### src/rtl/ldtu_ser_nlane_if.sv
// Parallel-word / serial-lane bundle between the LiTE-DTU datapath (master)
// and the N-lane serializer (slave).
interface ldtu_ser_nlane_if #(
  parameter int NLANES = 4,
  parameter int WORD_W = 32,
  parameter int CNT_W  = 16
);
  logic [NLANES*WORD_W-1:0] data_in;
  logic [NLANES-1:0]        data_valid;
  logic [NLANES-1:0]        lane_enable;
  logic                     training_mode;
  logic                     clear_cnt;
  logic                     handshake;
  logic [NLANES-1:0]        data_out;
  logic [NLANES*CNT_W-1:0]  underrun_cnt;

  modport master (
    output data_in, data_valid, lane_enable, training_mode, clear_cnt,
    input  handshake, data_out, underrun_cnt
  );

  modport slave (
    input  data_in, data_valid, lane_enable, training_mode, clear_cnt,
    output handshake, data_out, underrun_cnt
  );
endinterface

### src/rtl/ldtu_ser_nlane.sv
// N-lane MSB-first word serializer with shared bit counter, word-boundary
// handshake, per-lane enable, idle/training insertion and underrun counters.
module ldtu_ser_nlane #(
  parameter int          NLANES       = 4,
  parameter int          WORD_W       = 32,
  parameter logic [31:0] IDLE_PATTERN = 32'hEAAAAAAA,
  parameter int          CNT_W        = 16
) (
  input  logic             clock,
  input  logic             rst_b,
  ldtu_ser_nlane_if.slave  bus
);

  localparam int                BCW     = $clog2(WORD_W);
  localparam logic [BCW-1:0]    LAST    = BCW'(WORD_W - 1);
  localparam logic [BCW-1:0]    PRE     = BCW'(WORD_W - 2);
  localparam logic [WORD_W-1:0] IDLE_W  = WORD_W'(IDLE_PATTERN);
  localparam logic [CNT_W-1:0]  CNT_MAX = '1;

  logic [BCW-1:0]          r_bit_cnt;
  logic                    r_handshake;
  logic                    w_load;
  logic [NLANES-1:0]       w_data_out;
  logic [NLANES*CNT_W-1:0] w_underrun_cnt;

  // The load edge is the edge that closes the cycle where the counter is at
  // its last value, i.e. the edge ending the handshake pulse.
  assign w_load = (r_bit_cnt == LAST);

  always_ff @(posedge clock or negedge rst_b) begin
    if (!rst_b) begin
      r_bit_cnt <= '0;
    end else if (w_load) begin
      r_bit_cnt <= '0;
    end else begin
      r_bit_cnt <= r_bit_cnt + BCW'(1);
    end
  end

  // Registered so it is high exactly while the counter sits at WORD_W-1.
  always_ff @(posedge clock or negedge rst_b) begin
    if (!rst_b) begin
      r_handshake <= 1'b0;
    end else begin
      r_handshake <= (r_bit_cnt == PRE);
    end
  end

  genvar gi;
  generate
    for (gi = 0; gi < NLANES; gi++) begin : g_lane
      logic [WORD_W-1:0] r_shift;
      logic              r_en;
      logic [CNT_W-1:0]  r_cnt;
      logic [WORD_W-1:0] w_word;
      logic              w_underrun;

      always_comb begin
        w_word     = '0;
        w_underrun = 1'b0;
        if (bus.lane_enable[gi]) begin
          if (bus.training_mode) begin
            w_word = IDLE_W;
          end else if (bus.data_valid[gi]) begin
            w_word = bus.data_in[gi*WORD_W +: WORD_W];
          end else begin
            w_word     = IDLE_W;
            w_underrun = 1'b1;
          end
        end
      end

      always_ff @(posedge clock or negedge rst_b) begin
        if (!rst_b) begin
          r_shift <= '0;
          r_en    <= 1'b0;
        end else if (w_load) begin
          r_shift <= w_word;
          r_en    <= bus.lane_enable[gi];
        end else begin
          r_shift <= {r_shift[WORD_W-2:0], 1'b0};
        end
      end

      // Clear has priority over a coincident underrun; the count never wraps.
      always_ff @(posedge clock or negedge rst_b) begin
        if (!rst_b) begin
          r_cnt <= '0;
        end else if (bus.clear_cnt) begin
          r_cnt <= '0;
        end else if (w_load && w_underrun && (r_cnt != CNT_MAX)) begin
          r_cnt <= r_cnt + CNT_W'(1);
        end
      end

      assign w_data_out[gi]                   = r_shift[WORD_W-1] & r_en;
      assign w_underrun_cnt[gi*CNT_W +: CNT_W] = r_cnt;
    end
  endgenerate

  assign bus.handshake    = r_handshake;
  assign bus.data_out     = w_data_out;
  assign bus.underrun_cnt = w_underrun_cnt;

endmodule

### src/flat_wrapper.sv
// flat-port wrapper written by rule: the top's interface ports become plain ports
module ldtu_ser_nlane_flat 
#(
  parameter int          NLANES       = 4,
  parameter int          WORD_W       = 32,
  parameter logic [31:0] IDLE_PATTERN = 32'hEAAAAAAA,
  parameter int          CNT_W        = 16
)
  (clock, rst_b, bus_data_in, bus_data_valid, bus_lane_enable, bus_training_mode, bus_clear_cnt, bus_handshake, bus_data_out, bus_underrun_cnt);
  ldtu_ser_nlane_if #(.NLANES(NLANES), .WORD_W(WORD_W), .CNT_W(CNT_W)) bus_i ();
  input  logic clock;
  input  logic rst_b;
  input wire logic [$bits(bus_i.data_in)-1:0] bus_data_in;
  input wire logic [$bits(bus_i.data_valid)-1:0] bus_data_valid;
  input wire logic [$bits(bus_i.lane_enable)-1:0] bus_lane_enable;
  input wire logic [$bits(bus_i.training_mode)-1:0] bus_training_mode;
  input wire logic [$bits(bus_i.clear_cnt)-1:0] bus_clear_cnt;
  output wire logic [$bits(bus_i.handshake)-1:0] bus_handshake;
  output wire logic [$bits(bus_i.data_out)-1:0] bus_data_out;
  output wire logic [$bits(bus_i.underrun_cnt)-1:0] bus_underrun_cnt;
  assign bus_i.data_in = bus_data_in;
  assign bus_i.data_valid = bus_data_valid;
  assign bus_i.lane_enable = bus_lane_enable;
  assign bus_i.training_mode = bus_training_mode;
  assign bus_i.clear_cnt = bus_clear_cnt;
  assign bus_handshake = bus_i.handshake;
  assign bus_data_out = bus_i.data_out;
  assign bus_underrun_cnt = bus_i.underrun_cnt;
  ldtu_ser_nlane #(.NLANES(NLANES), .WORD_W(WORD_W), .IDLE_PATTERN(IDLE_PATTERN), .CNT_W(CNT_W)) u_core (.clock(clock), .rst_b(rst_b), .bus(bus_i));
endmodule
### config.mk
export PLATFORM = sky130hd
export DESIGN_NAME = ldtu_ser_nlane_flat
export DESIGN_NICKNAME = d
export VERILOG_FILES = /design/src/rtl/ldtu_ser_nlane_if.sv /design/src/rtl/ldtu_ser_nlane.sv /design/src/flat_wrapper.sv
export SDC_FILE = /design/constraint.sdc
export NUM_CORES = 1
export LEC_CHECK = 0
export ABC_AREA = 1
export ABC_CLOCK_PERIOD_IN_PS = 1980
export BUFFER_PORTS_ARGS = -buffer_cell sky130_fd_sc_hd__buf_2
export CORE_MARGIN = 3
export CORE_UTILIZATION = 50
export DETAILED_ROUTE_END_ITERATION = 10
export HOLD_SLACK_MARGIN = 0.15
export PLACE_DENSITY = 0.77
export SYNTH_ARGS = -nofsm -noshare
export SYNTH_HDL_FRONTEND = slang
export SYNTH_SLANG_ARGS = --single-unit
### constraint.sdc
create_clock -name clock -period 1.98 [get_ports clock]
set_clock_uncertainty 0.05 [all_clocks]
set_input_delay 0.297 -clock clock [delete_from_list [all_inputs] [get_ports clock]]
set_output_delay 0.297 -clock clock [all_outputs]
set_load 0.02 [all_outputs]
==> results of run 1 <==
-- final cells by class --
cell class                      instances  area, sq um  share of cell area [%]
Timing Repair Buffer                  390         2889                   21.04
Tap cell                              260        325.3                   2.369
Sequential cell                       202         5055                   36.81
Inverter                              214        803.3                   5.850
Clock buffer                           32        659.4                   4.802
Multi-Input combinational cell        758         3930                   28.62
Antenna cell                            5        12.51                 0.09112
Clock inverter                          6        57.56                  0.4191
-- sequential cells by signal (all words and copies together), names as in the netlist --
signal                 flops
u_core.g_lane.r_shift    128
u_core.g_lane.r_cnt       64
u_core.r_bit_cnt           5
u_core.g_lane.r_en         4
u_core.bus.handshake       1
-- through the flow --
| step | cell area, sq um | util (%) | cells | TNS [ps] | setup slack [ps] |
|---|---|---|---|---|---|
| 4_1_cts | 13550 | 71.00 | 1852 | 0 | 32.34 |
| 3_3_place_gp | 11490 | 60.24 | 1681 | 0 | 100.8 |
| 6_report | 13730 | 71.97 | 1867 | 0 | 116.7 |
| 5_1_grt | 13730 | 71.97 | 1867 | -14.40 | -10.89 |
| 3_5_place_dp | 11490 | 60.24 | 1681 | -4.470 | -4.031 |
| 2_1_floorplan | 9937 | - | 1220 | 0 | 129.6 |
-- cell usage after synthesis, drive strengths merged --
library cell  count  area share, %
clkbuf           36            1.4
a21oi             4           0.20
inv             214            8.1
o21ai           218             11
nand4            43            2.7
dfrtp           202             51
xor2             15            1.3
nor2             86            4.6
and3              4           0.25
nand3b            2           0.15
nor3b             1          0.076
or2               1          0.063
o21bai            5           0.49
buf              14            1.0
nand2           226            9.1
nand3           142            7.8
ha                7           0.88
-- final timing paths --
kind / to / cells past startpoint / startpoint
worst min register to register: u_core.g_lane[2].r_shift[15] / 2 / u_core.g_lane[2].r_shift[14]
worst max register to register: u_core.g_lane[2].r_shift[13] / 9 / u_core.r_bit_cnt[1]
worst min-delay path: u_core.g_lane[1].r_shift[22] / 2 / rst_b
max in group asynchronous: u_core.g_lane[0].r_shift[13] / 3 / rst_b
min in group clock: u_core.g_lane[1].r_cnt[4] / 4 / bus_clear_cnt
worst max-delay path: u_core.g_lane[2].r_shift[13] / 9 / u_core.r_bit_cnt[1]
-- where the power goes --
part / internal (mW) / switching, mW
registers: 4.18 / 0.0195
clock network: 2.43 / 1.66
logic: 0.336 / 0.340
total: 6.95 / 2.02
-- kinds of logic (layout without fill, tap and decap cells) --
logic type	Yosys count	count (layout)	synth area share (%)
adder cells (fa/ha/maj)	7	7	0.8813
AO/OA/AOI/OAI	227	229	11.71
buffers and inverters	264	642	10.51
flip-flops	202	202	50.87
other	0	5	0
AND/OR/NAND/NOR	505	507	24.70
XOR/XNOR	15	15	1.322
-- metal layers --
layer  track usage [%]  routed length (microns)  up-vias
met1             35.84                    12510     4733
li1                  -                        -     4648
met3             5.367                     2322      157
met5                 0                        0        -
met4             16.31                     2022        0
met2             48.24                    15720      565
-- repair_timing --
item / in CTS / in global routing
hold buffers: 133 / 0
gates resized for setup: 1 / 11
setup buffers: 0 / 6
endpoints found under the hold margin: 299 / 0
gates cloned: 0 / 4
setup endpoints to repair: 15 / 93
pin swaps: 1 / 7
==> results_dict.tcl, run 1 <==
set metrics [dict create \
    outcome "complete, no violations" \
    power_density_nw_per_um2 653.1 \
    root_buffer "clkbuf_16" \
    grt_pass1_wl_microns 51320 \
    grt_antenna_before_repair 5 \
    area_growth_pct 38.19 \
    critPathSlowestCell "dfrtp_1" \
    slew_headroom_pct 60.51 \
    startpoint_type "register" \
    cp_slowest_stage_delay_ps 360 \
    start_util_pct 52.08 \
    vias_per_cell 5.411 \
    design.core.area_sq_um 19080 \
    fin_crit_sh_pct 94.11 \
    drive_gt1_share_pct 22.53 \
    maxCapViolations 0 \
    fin_crit_ps 1863 \
    syn-instance-count 1220 \
    grt_max_degree 56 \
    die_x_microns 147.0 \
    drtAntennaViolNets 0 \
    final_common_cell "o21ai_0" \
    cts_tree "done" \
    syn_area_sq_um 9937 \
    fillCellCount 1357 \
    wirelength_microns 32570 \
    drc 0 \
    holdWs_ps 284.6 \
    gp_congestion 0.8997 \
    cpLargestDelayFamily "flip-flops" \
    cp.arrival_ps 2200 \
    slew_violations 0 \
    layout_common_cells "211 x o21ai_0, 207 x nand2_1, 207 x inv_1, 207 x buf_2, 202 x dfrtp_1" \
    h-tree-depth 1 \
    track_usage_pct 29.04 \
    cts_made_buffers 22 \
    tightest_slew_ps 591.7 \
    numClockSinks 202 \
    clk_latency_ps 500 \
    dieArea_sq_um 21600 \
    end_kind "register" \
    rows 50 \
    ys_warn_count 0 \
    vias 10100 \
    cp.required_ps 2320 \
    dp_hpwl_microns 18390 \
    clk_pin_slew_ps 60 \
    wl_per_cell_microns 17.45 \
    total_power_mw 8.968 \
    finalSetupViolCount 0 \
    rsz0062_at_grt "yes" \
    min_path_type "in -> async" \
    grt_overflow 0 \
    num-nets-final 1735 \
    die_h_microns 147.0 \
    syn-num-nets 1367 \
    r2r_slack_ps 120 \
    netlist-cell-type-count 31 \
    finalHoldViolCount 0 \
    port_buffers 208 \
    leakage_nw 6.767 \
    worstPathMaxFanout 32 \
    crit_type "reg -> reg" \
    synth-seq-area-share_pct 50.87 \
    drt-pass1-iter-count 6 \
    syn_avg_cell_area_sq_um 8.145 \
    first_global_vias 10200 \
    fmax_mhz 536.7 \
    cts_buffer_depth 3 \
    yosys_register_bits 202 \
    timing.critical_path.buf_inv 2 \
    path_cells "ha_1 -> nand2_1 -> nor2_2 -> ha_4 -> nand2_1 -> inv_2 -> buf_6 -> o21ai_0 -> o21ai_0" \
    io_pins 209 \
    drt_iter0_drc 655 \
    ir_worst_vdd_v 0.0005775 \
]
No activity file was read; power rests on OpenSTA's default activity.
==> run 2, diff against run 1 <==
Settings changed: CORE_UTILIZATION 50 to 35, PLACE_DENSITY 0.77 to not set.
==> run 2 against run 1 <==
Against the previous run: first-iteration DRC count rose by 11%; global-route usage down 9.3 points; register-to-register slack worse by 70 ps; flip-flop and latch count is the same; critical endpoint is now u_core.g_lane[3].r_cnt[9].
==> results_dict.tcl, run 2 (synthesis gave the netlist of run 1 again) <==
set metrics [dict create \
    outcome "complete, no violations" \
    die_x_microns 174.5 \
    total_power_mw 9.668 \
    grt_antenna_before_repair 0 \
    cts_buffer_depth 3 \
    multi_input_area_sq_um 3956 \
    antenna_cells 0 \
    design.core.area_sq_um 27860 \
    cts_made_buffers 25 \
    grt_max_degree 55 \
    instances_no_fill 1996 \
    end_kind "register" \
    drt_iter0_drc 729 \
    slew_violations 0 \
    dp_hpwl_microns 19250 \
    h-tree-depth 1 \
    critPathSlowestCell "dfrtp_1" \
    final_area_sq_um 14140 \
    r2r_cells 12 \
    root_buffer "clkbuf_16" \
    min_path_type "in -> async" \
    crit_type "reg -> reg" \
    place_area_sq_um 11730 \
    drt-pass1-iter-count 5 \
    r2r-start "u_core.r_bit_cnt[1]" \
    path_cells "ha_2 -> nand2_2 -> nor2_4 -> ha_4 -> nand2_4 -> inv_4 -> nand3_4 -> nor2_4 -> nor2_4 -> buf_6 -> nand2_2 -> nand2_1" \
    dieArea_sq_um 30450 \
    first_global_vias 9898 \
    die_h_microns 174.5 \
    fin_tns_setup_ps 0 \
    worstPathMaxFanout 8 \
    wl_per_cell_microns 15.15 \
    port_buffers 208 \
    wirelength_microns 30230 \
    dp_cells 1809 \
    largest_registers "u_core.g_lane.r_shift (128), u_core.g_lane.r_cnt (64), u_core.r_bit_cnt (5)" \
    crit_top_cell "nor2_4" \
    rows 61 \
    maxCapViolations 0 \
    largest_reg_flops 128 \
    fin_crit_ps 1936 \
    cp.required_ps 2330 \
    finalHoldViolCount 0 \
    largest_register "u_core.g_lane.r_shift" \
    register_area_sq_um 5055 \
    cpLargestDelayFamily "simple AND/OR/NAND/NOR gates" \
    drive_gt1_share_pct 23.86 \
    grt_overflow 0 \
    fillCellCount 2540 \
    io_pins 209 \
    holdWs_ps 275.7 \
    r2r_slack_ps 40 \
    num-nets-final 1746 \
    drtAntennaViolNets 0 \
    fmax_mhz 516.5 \
    grt_pass1_wl_microns 49950 \
    cp.arrival_ps 2290 \
    cts_tree "done" \
    fin_crit_sh_pct 97.79 \
    timing.rr.end "u_core.g_lane[3].r_cnt[9]" \
    leakage_nw 6.919 \
    cp_num_cells 12 \
    timing.critical_path.buf_inv 2 \
    crit_path_end "u_core.g_lane[3].r_cnt[9]" \
    vias 9700 \
    cp_slowest_stage_delay_ps 370 \
    ir_worst_vdd_v 0.0005882 \
    clk_latency_ps 520 \
    start_util_pct 35.67 \
    area_growth_pct 42.31 \
    gp_congestion 0.8311 \
    layout_common_cells "207 x o21ai_0, 207 x buf_2, 206 x inv_1, 202 x dfrtp_1, 201 x nand2_1" \
    slew_headroom_pct 63.61 \
    final_core_util_pct 50.76 \
    numClockSinks 202 \
    startpoint_type "register" \
    vias_per_cell 4.860 \
    power_density_nw_per_um2 683.7 \
    final.setup.worst_slack_ps 43.76 \
    clk_pin_slew_ps 60 \
    finalSetupViolCount 0 \
    rsz0062_at_grt "yes" \
    track_usage_pct 19.72 \
    drc 0 \
    place_ws_ps -26.73 \
    cp-startpoint "u_core.r_bit_cnt[1]" \
    tightest_slew_ps 545.2 \
]
run 2: cell count changes in the layout (fill, tap and decap cells not counted), sizes merged, moves of 2 or more:
| cell | previous run | this run |
|---|---|---|
| clkbuf | 33 | 39 |
| buf | 256 | 265 |
| bufinv | 1 | 3 |
| nor2 | 88 | 86 |
| diode | 5 | 0 |
run 2: what timing repair did:
item / 4_1_cts / 5_1_grt
hold buffers: 134 / 0
buffers inserted: 1 / 5
gates cloned: 1 / 1
endpoints found under the setup margin: 17 / 64
pin swaps: 1 / 13
hold endpoints to repair: 341 / 0
gates resized for setup: 2 / 33
run 2: cell type report:
class / instances / share of cell area [%]
flip-flops and latches: 202 / 35.75
multi-input cells: 755 / 27.98
repair buffers: 401 / 21.02
inverters: 214 / 5.698
clock buffers: 37 / 5.309
well taps: 378 / 3.345
clock inverters: 9 / 0.9025
run 2: how the worst min path moves through the flow:
| stage | from | to | slack [ps] | depth (start not counted) |
|---|---|---|---|---|
| floorplan | rst_b | u_core.bus.handshake | -50 | 0 |
| global placement | rst_b | u_core.g_lane[2].r_cnt[2] | 260 | 1 |
| detailed placement | rst_b | u_core.g_lane[2].r_cnt[3] | 260 | 1 |
| CTS | rst_b | u_core.g_lane[2].r_cnt[2] | 250 | 2 |
| global route | rst_b | u_core.g_lane[2].r_cnt[5] | 300 | 2 |
| finish | rst_b | u_core.g_lane[2].r_cnt[1] | 280 | 2 |
run 2: power breakdown:
group          switching [mW]  internal (mW)
Sequential             0.0177           4.19
Combinational           0.325          0.346
Clock                    1.79           3.01
run 2: layer usage:
metal | vias up | track usage [%] | part of all wire (%)
met5 | - | 0 | 0
met4 | 0 | 6.516 | 3.0
met3 | 76 | 3.888 | 7.2
met2 | 384 | 31.85 | 46
met1 | 4565 | 26.75 | 44
li1 | 4675 | - | -
